## src/rtl/matrix_load_sequencer_pkg.sv

```systemverilog
// Shared definitions for the operand load path of the 3x3 matrix multiply accelerator.
// Slot layout: A occupies 0..8 and B occupies 9..17, both row-major.
package matrix_load_sequencer_pkg;

   localparam int MLS_NUM_ELEMS = 18;
   localparam int MLS_DATA_W    = 8;
   localparam int MLS_ADDR_W    = 5;

   localparam int A_BASE_IDX = 0;
   localparam int B_BASE_IDX = 9;

   typedef enum logic [1:0] {
      ST_IDLE = 2'd0,
      ST_LOAD = 2'd1,
      ST_FULL = 2'd2
   } state_t;

endpackage

```

## src/rtl/matrix_load_sequencer.sv

```systemverilog
// Feeds the element-select decoder: numbers each accepted element with its slot index
// and presents a registered write strobe, index and data one cycle after the accept.
module matrix_load_sequencer
   import matrix_load_sequencer_pkg::*;
#(
   parameter int NUM_ELEMS = MLS_NUM_ELEMS,
   parameter int DATA_W    = MLS_DATA_W,
   parameter int ADDR_W    = MLS_ADDR_W
) (
   input  logic              clk,
   input  logic              rst_n,
   input  logic              start,
   input  logic              abort,
   input  logic              in_valid,
   output logic              in_ready,
   input  logic [DATA_W-1:0] in_data,
   output logic [ADDR_W-1:0] wr_addr,
   output logic              wr_en,
   output logic [DATA_W-1:0] wr_data,
   output logic              busy,
   output logic              loaded,
   input  logic              loaded_ack
);

   localparam logic [ADDR_W-1:0] LAST_IDX = ADDR_W'(NUM_ELEMS - 1);

   state_t            state;
   logic [ADDR_W-1:0] count;
   logic              accept;

   // abort must kill the handshake in the same cycle, so in_ready cannot be a flop
   assign in_ready = (state == ST_LOAD) && !abort;
   assign accept   = in_valid && in_ready;
   assign busy     = (state == ST_LOAD);
   assign loaded   = (state == ST_FULL);

   always_ff @(posedge clk or negedge rst_n) begin
      if (!rst_n) begin
         state   <= ST_IDLE;
         count   <= '0;
         wr_en   <= 1'b0;
         wr_addr <= '0;
         wr_data <= '0;
      end else begin
         // NOTE: non-blocking assignments so every register samples pre-edge values.
         wr_en <= accept;
         if (accept) begin
            wr_addr <= count;
            wr_data <= in_data;
         end

         if (abort) begin
            state <= ST_IDLE;
            count <= '0;
         end else begin
            unique case (state)
               ST_IDLE: begin
                  if (start) begin
                     state <= ST_LOAD;
                     count <= '0;
                  end
               end
               ST_LOAD: begin
                  if (accept) begin
                     // count is parked at 0 rather than stepping past the last slot
                     if (count == LAST_IDX) begin
                        state <= ST_FULL;
                        count <= '0;
                     end else begin
                        count <= count + 1'b1;
                     end
                  end
               end
               ST_FULL: begin
                  if (loaded_ack) begin
                     state <= ST_IDLE;
                  end
               end
               default: begin
                  state <= ST_IDLE;
                  count <= '0;
               end
            endcase
         end
      end
   end

endmodule

```

## config.mk

```make
export PLATFORM = sky130hd
export DESIGN_NAME = matrix_load_sequencer
export DESIGN_NICKNAME = d
export VERILOG_FILES = /design/src/rtl/matrix_load_sequencer_pkg.sv /design/src/rtl/matrix_load_sequencer.sv
export SDC_FILE = /design/constraint.sdc
export NUM_CORES = 1
export LEC_CHECK = 0
export CELL_PAD_IN_SITES_DETAIL_PLACEMENT = 1
export CELL_PAD_IN_SITES_GLOBAL_PLACEMENT = 2
export CORE_MARGIN = 3
export CORE_UTILIZATION = 41
export CTS_CLUSTER_SIZE = 10
export DETAILED_ROUTE_END_ITERATION = 10
export DONT_BUFFER_PORTS = 1
export PLACE_DENSITY = 0.9
export SLEW_MARGIN = 20
export SYNTH_ARGS = -nofsm -noshare
export SYNTH_HDL_FRONTEND = slang
export SYNTH_SLANG_ARGS = --single-unit
```

## constraint.sdc

```tcl
create_clock -name clk -period 2.2 [get_ports clk]
set_input_delay 0.44 -clock clk [delete_from_list [all_inputs] [get_ports clk]]
set_output_delay 0.44 -clock clk [all_outputs]
set_load 0.1 [all_outputs]
```

After elaboration in Yosys (flattened, before gate mapping)
Index checks and enable logic that the tools add are counted.
W data, S select, Z words.
- flip-flop bits (word level): 21
- bits in latches: 0
- RAM bits: 0
- bits in read-only memories: 0
- input bits: 14
- output and inout port bits: 17
- logic and storage cells: 31
- memories kept: 0
- $add $sub $neg: 1
- $mul: 0
- div/mod/pow operators: 0
- order comparisons: 0
- eq/ne operators: 8
- shift operators: 0
- mux-type cells: 11
- bitwise operators: 0
- reduce and logical (&&, ||, !) cells: 6
- operator list (kind ; count):
    $mux W5 ; 4
    $pmux W5 S3 ; 1
    $mux W2 ; 5
    $ne A3 B2 Y1 const B ; 3
    $pmux W2 S3 ; 1
    $add A5 B1 Y5 const B ; 1
    $eq A5 B5 Y1 const B ; 1
    $reduce_and A4 Y1 ; 1
    $ne A3 B3 Y1 const B ; 1
    $reduce_and A3 Y1 ; 1
    $eq A2 B1 Y1 const B ; 1
    $eq A2 B2 Y1 const B ; 1
    $logic_and A1 B1 Y1 ; 2
    $logic_not A2 Y1 ; 1
    $ne A2 B2 Y1 const B ; 1
    $logic_not A1 Y1 ; 1

Logic depth before layout (Yosys ltp)
- depth in word-level cells: 6
- gate-level depth with buffers: 5
- depth with buffers taken out: 5

Worst setup path before layout
Ideal clock, no wire load.
- path kind: reg-to-output
- from: register state[1]
- to: output loaded
- arrival time: 1.807 ns
- data required time: 1.760 ns
- slack: -0.047 ns
- cell stages (with the launch flop): 2
- path buffers: 0
- path through: dfrtp_1 nor2b_1
- longest elaborated chain between the ends: 1
- RTL lines (what ; line ; text):
    start, declared ; matrix_load_sequencer.sv:27 ; state_t state;
    start signal, assigned ; matrix_load_sequencer.sv:39 ; state <= ST_IDLE;
    start signal, assigned ; matrix_load_sequencer.sv:53 ; state <= ST_IDLE;
    start signal, assigned ; matrix_load_sequencer.sv:59 ; state <= ST_LOAD;
    $eq A2 B2 Y1 ; matrix_load_sequencer.sv:35 ; assign loaded = (state == ST_FULL);
    end, declared ; matrix_load_sequencer.sv:21 ; output logic loaded,
Every way passes these cells.

Worst setup path after layout
- from: register state[0]
- to: output in_ready
- longest elaborated chain between the ends: 2
- RTL lines (what ; line ; text):
    $eq A2 B1 Y1 ; matrix_load_sequencer.sv:32 ; assign in_ready = (state == ST_LOAD) && !abort;
    $logic_and A1 B1 Y1 ; matrix_load_sequencer.sv:32 ;
    end, declared ; matrix_load_sequencer.sv:15 ; output logic in_ready,
Every way passes these cells.

==> results.py <==
metrics = {
    "yosys": {
        "yosysWarningCount": 0,
        "syn_inst": 76,
        "synth_area_sq_um": 954.7,
        "avgSynthCellArea_sq_um": 12.56,
        "synth_area_leaders": "dfrtp_1 (55%), mux2_2 (15%), o32ai_1 (2.8%), ha_1 (2.6%), nand4b_1 (1.8%)",
        "yosys.area.top_type": "dfrtp_1",
        "synth_compound_area_share_pct": 6.815,
        "synth_cell_type_count": 26,
        "synth_ff_type": "dfrtp_1",
        "yosys.area_share.adder_pct": 2.621,
        "synth_common_cells": "dfrtp_1 (21), mux2_2 (13), inv_1 (4), nand2_1 (4)",
        "yosys.area_share.simple_pct": 16.38,
        "synth_mux_area_share_pct": 15.33,
        "synth_edf_count": 0,
        "synth-xor-area-share_pct": 0,
        "synth_top_area_share_pct": 55.05,
        "synth.most_common_cell": "dfrtp_1",
        "yosys_register_bits": 21,
        "synth_top_family_by_area": "simple AND/OR/NAND/NOR gates",
        "async_reset_ff_share_pct": 100.0,
        "ys_seq_area_share_pct": 55.05,
        "syn_nets": 92,
    },
    "global_route": {
        "grt_pass1_wl_um": 2939,
        "antenna_found_initial": 0,
        "grt.overflow.total": 0,
        "grt_max_degree": 22,
        "grt_pass1_vias": 582,
        "globalRouteTotalUtil_pct": 14.56,
    },
    "detailed_routing": {
        "routed_wl_um": 1847,
        "met2_length_um": 878,
        "drt_iter0_markers": 3,
        "top_layer": "met4",
        "wl_met3_um": 163,
        "first_pass_iters": 4,
        "vias": 619,
        "met1_length_um": 773,
        "vias_per_cell": 5.679,
        "drc": 0,
        "ant_nets": 0,
        "wire_per_inst_um": 16.94,
    },
    "sta": {
        "clock_skew_ps": 6.809,
        "hold_violations": 0,
        "rsz0062_at_grt": "false",
        "worstMarginPinSlew_ps": 911.1,
        "setup-tns-final_ps": 0,
        "setup_viol": 0,
        "setup_slack_ps": 153.9,
        "layout_min_cycle_time_ps": 2046,
        "clock.fmax_mhz": 488.7,
        "finalCritPeriodShare_pct": 93.00,
        "slew_headroom_pct": 39.26,
        "finalMaxSlewViolations": 0,
    },
    "min_path": {
        "min-delay-start": "abort",
        "holdPathEnd": "state[1]",
        "hold_class": "in2reg",
        "whs_path_depth": 1,
    },
    "clocking": {
        "cts_made_buffers": 3,
        "cts_root_buffer": "clkbuf_4",
        "cts_tree": "done",
        "h-tree-depth": 1,
        "clk_latency_ps": 300,
        "post_cts_resized": 0,
        "cts_max_path_buffers": 2,
        "numClockSinks": 21,
        "cts.clk_slew.worst_paths_ps": 110,
    },
    "finish": {
        "n_antenna_cell": 0,
        "drive_gt1_share_pct": 29.27,
        "syn_to_final_growth_pct": 9.961,
        "fin_nets": 99,
    },
    "power_and_ir_drop": {
        "p_int_mw": 0.5312,
        "p_switching_mw": 0.4657,
        "p_per_area_nw_per_um2": 949.6,
        "power_frac_seq_pct": 72.2,
        "p_comb_share_pct": 9.5,
        "fin_total_pwr_mw": 0.9969,
        "ir_worst_vdd_v": 0.0005244,
        "p_leak_nw": 0.4590,
        "p_clk_share_pct": 18.2,
        "switching_share_pct": 46.72,
    },
    "critical_path": {
        "startpoint_type": "register",
        "r2r-end": "state[1]",
        "rrSetupSlack_ps": 630,
        "reg2reg_depth": 4,
        "path_max_fanout": 9,
        "cp_data_required_time_ps": 1760,
        "worst_ep_arrival_time_ps": 1610,
        "worstSetupPathType": "reg2out",
        "end_kind": "output pin",
        "rr_startpoint": "count[0]",
    },
    "placed_design": {
        "gp_congestion": 0.7191,
        "pre_cts_slack_ps": 495.6,
        "numPortBuffers": 0,
        "post-dp-hpwl_um": 1375,
    },
    "floorplan": {
        "die_h_um": 54.26,
        "dieWidth_um": 54.26,
        "dieArea_sq_um": 2944,
        "row_count": 16,
        "core_region_area_sq_um": 2082,
        "initial_utilization_pct": 45.85,
        "pin_count": 31,
    },
    "flow_run": {
        "cap_violations": 0,
    },
    "run_status": {
        "status": "finished, final reports clean",
    },
}
## critical path: stages (launching register included)
cell and delay (ps):
dfrtp_1 490, or3b_2 480, inv_1 150, buf_12 190
## cells by family after synthesis
kind of cell | count (synthesis)
buf+inv | 7
compound gates | 9
simple gates | 24
mux | 13
flops | 21
fa+ha+maj | 2
## metrics by stage
| step | instance area, sq um | utilization, % | cells | hold slack (ps) |
|---|---|---|---|---|
| 2_1_floorplan | 957.2 | - | 76 | 144.4 |
| 3_3_place_gp | 1012 | 48.62 | 104 | 145.1 |
| 3_5_place_dp | 1012 | 48.62 | 104 | 144.9 |
| 4_1_cts | 1050 | 50.42 | 109 | 177.9 |
| 5_1_grt | 1050 | 50.42 | 109 | 159.2 |
| 6_report | 1050 | 50.42 | 109 | 185.4 |
## power by group through the flow
| stage | registers (mW) | clock network (mW) | logic [mW] |
|---|---|---|---|
| 2_1_floorplan | 0.727 | 0 | 0.0710 |
| 3_3_place_gp | 0.729 | 0 | 0.0855 |
| 3_5_place_dp | 0.731 | 0 | 0.0883 |
| 4_1_cts | 0.722 | 0.189 | 0.0970 |
| 5_1_grt | 0.729 | 0.211 | 0.102 |
| 6_report | 0.720 | 0.182 | 0.0948 |
## placed cells by master, fill, tap and decap left out, types with 3 or more instances in the layout
cell type / netlist / routed
buf_4: 0 / 3
clkbuf_4: 0 / 3
dfrtp_1: 21 / 21
inv_1: 4 / 4
mux2_2: 13 / 13
nand2_1: 4 / 4
nand3_1: 3 / 3
o32ai_1: 3 / 3
## worst max-delay path by stage
stage	cells past startpoint	slack, ps	endpoint	startpoint
after floorplan	2	240	in_ready	state[1]
after global placement	3	520	in_ready	state[0]
after detailed placement	3	500	in_ready	state[0]
after CTS	3	140	in_ready	state[0]
after global routing	3	50	in_ready	state[0]
final	3	150	in_ready	state[0]
## layout make-up
cell class	count	area (sq um)
Tap cell	27	33.78
Sequential cell	21	525.5
Fill cell	220	1032
Multi-Input combinational cell	48	395.4
Clock inverter	1	5.005
Inverter	4	15.01
Timing Repair Buffer	5	52.55
Clock buffer	3	22.52
## what timing repair did
action / 4_1_cts / 5_1_grt
setup buffers: 0 / 0
endpoints found under the hold margin: 21 / 0
hold buffers: 1 / 0
## routing by layer
metal	global-route usage [%]	vias to the layer above
met5	0	-
met4	7.469	0
met3	6.267	4
met2	21.12	25
met1	18.28	301
li1	-	289
## sequential cells by signal, summed over array words and instances, names as in the netlist
name and cells:
count 5, wr_data 8, wr_en 1, state 2, wr_addr 5
Note: power is estimated with default switching activity, not from simulation.
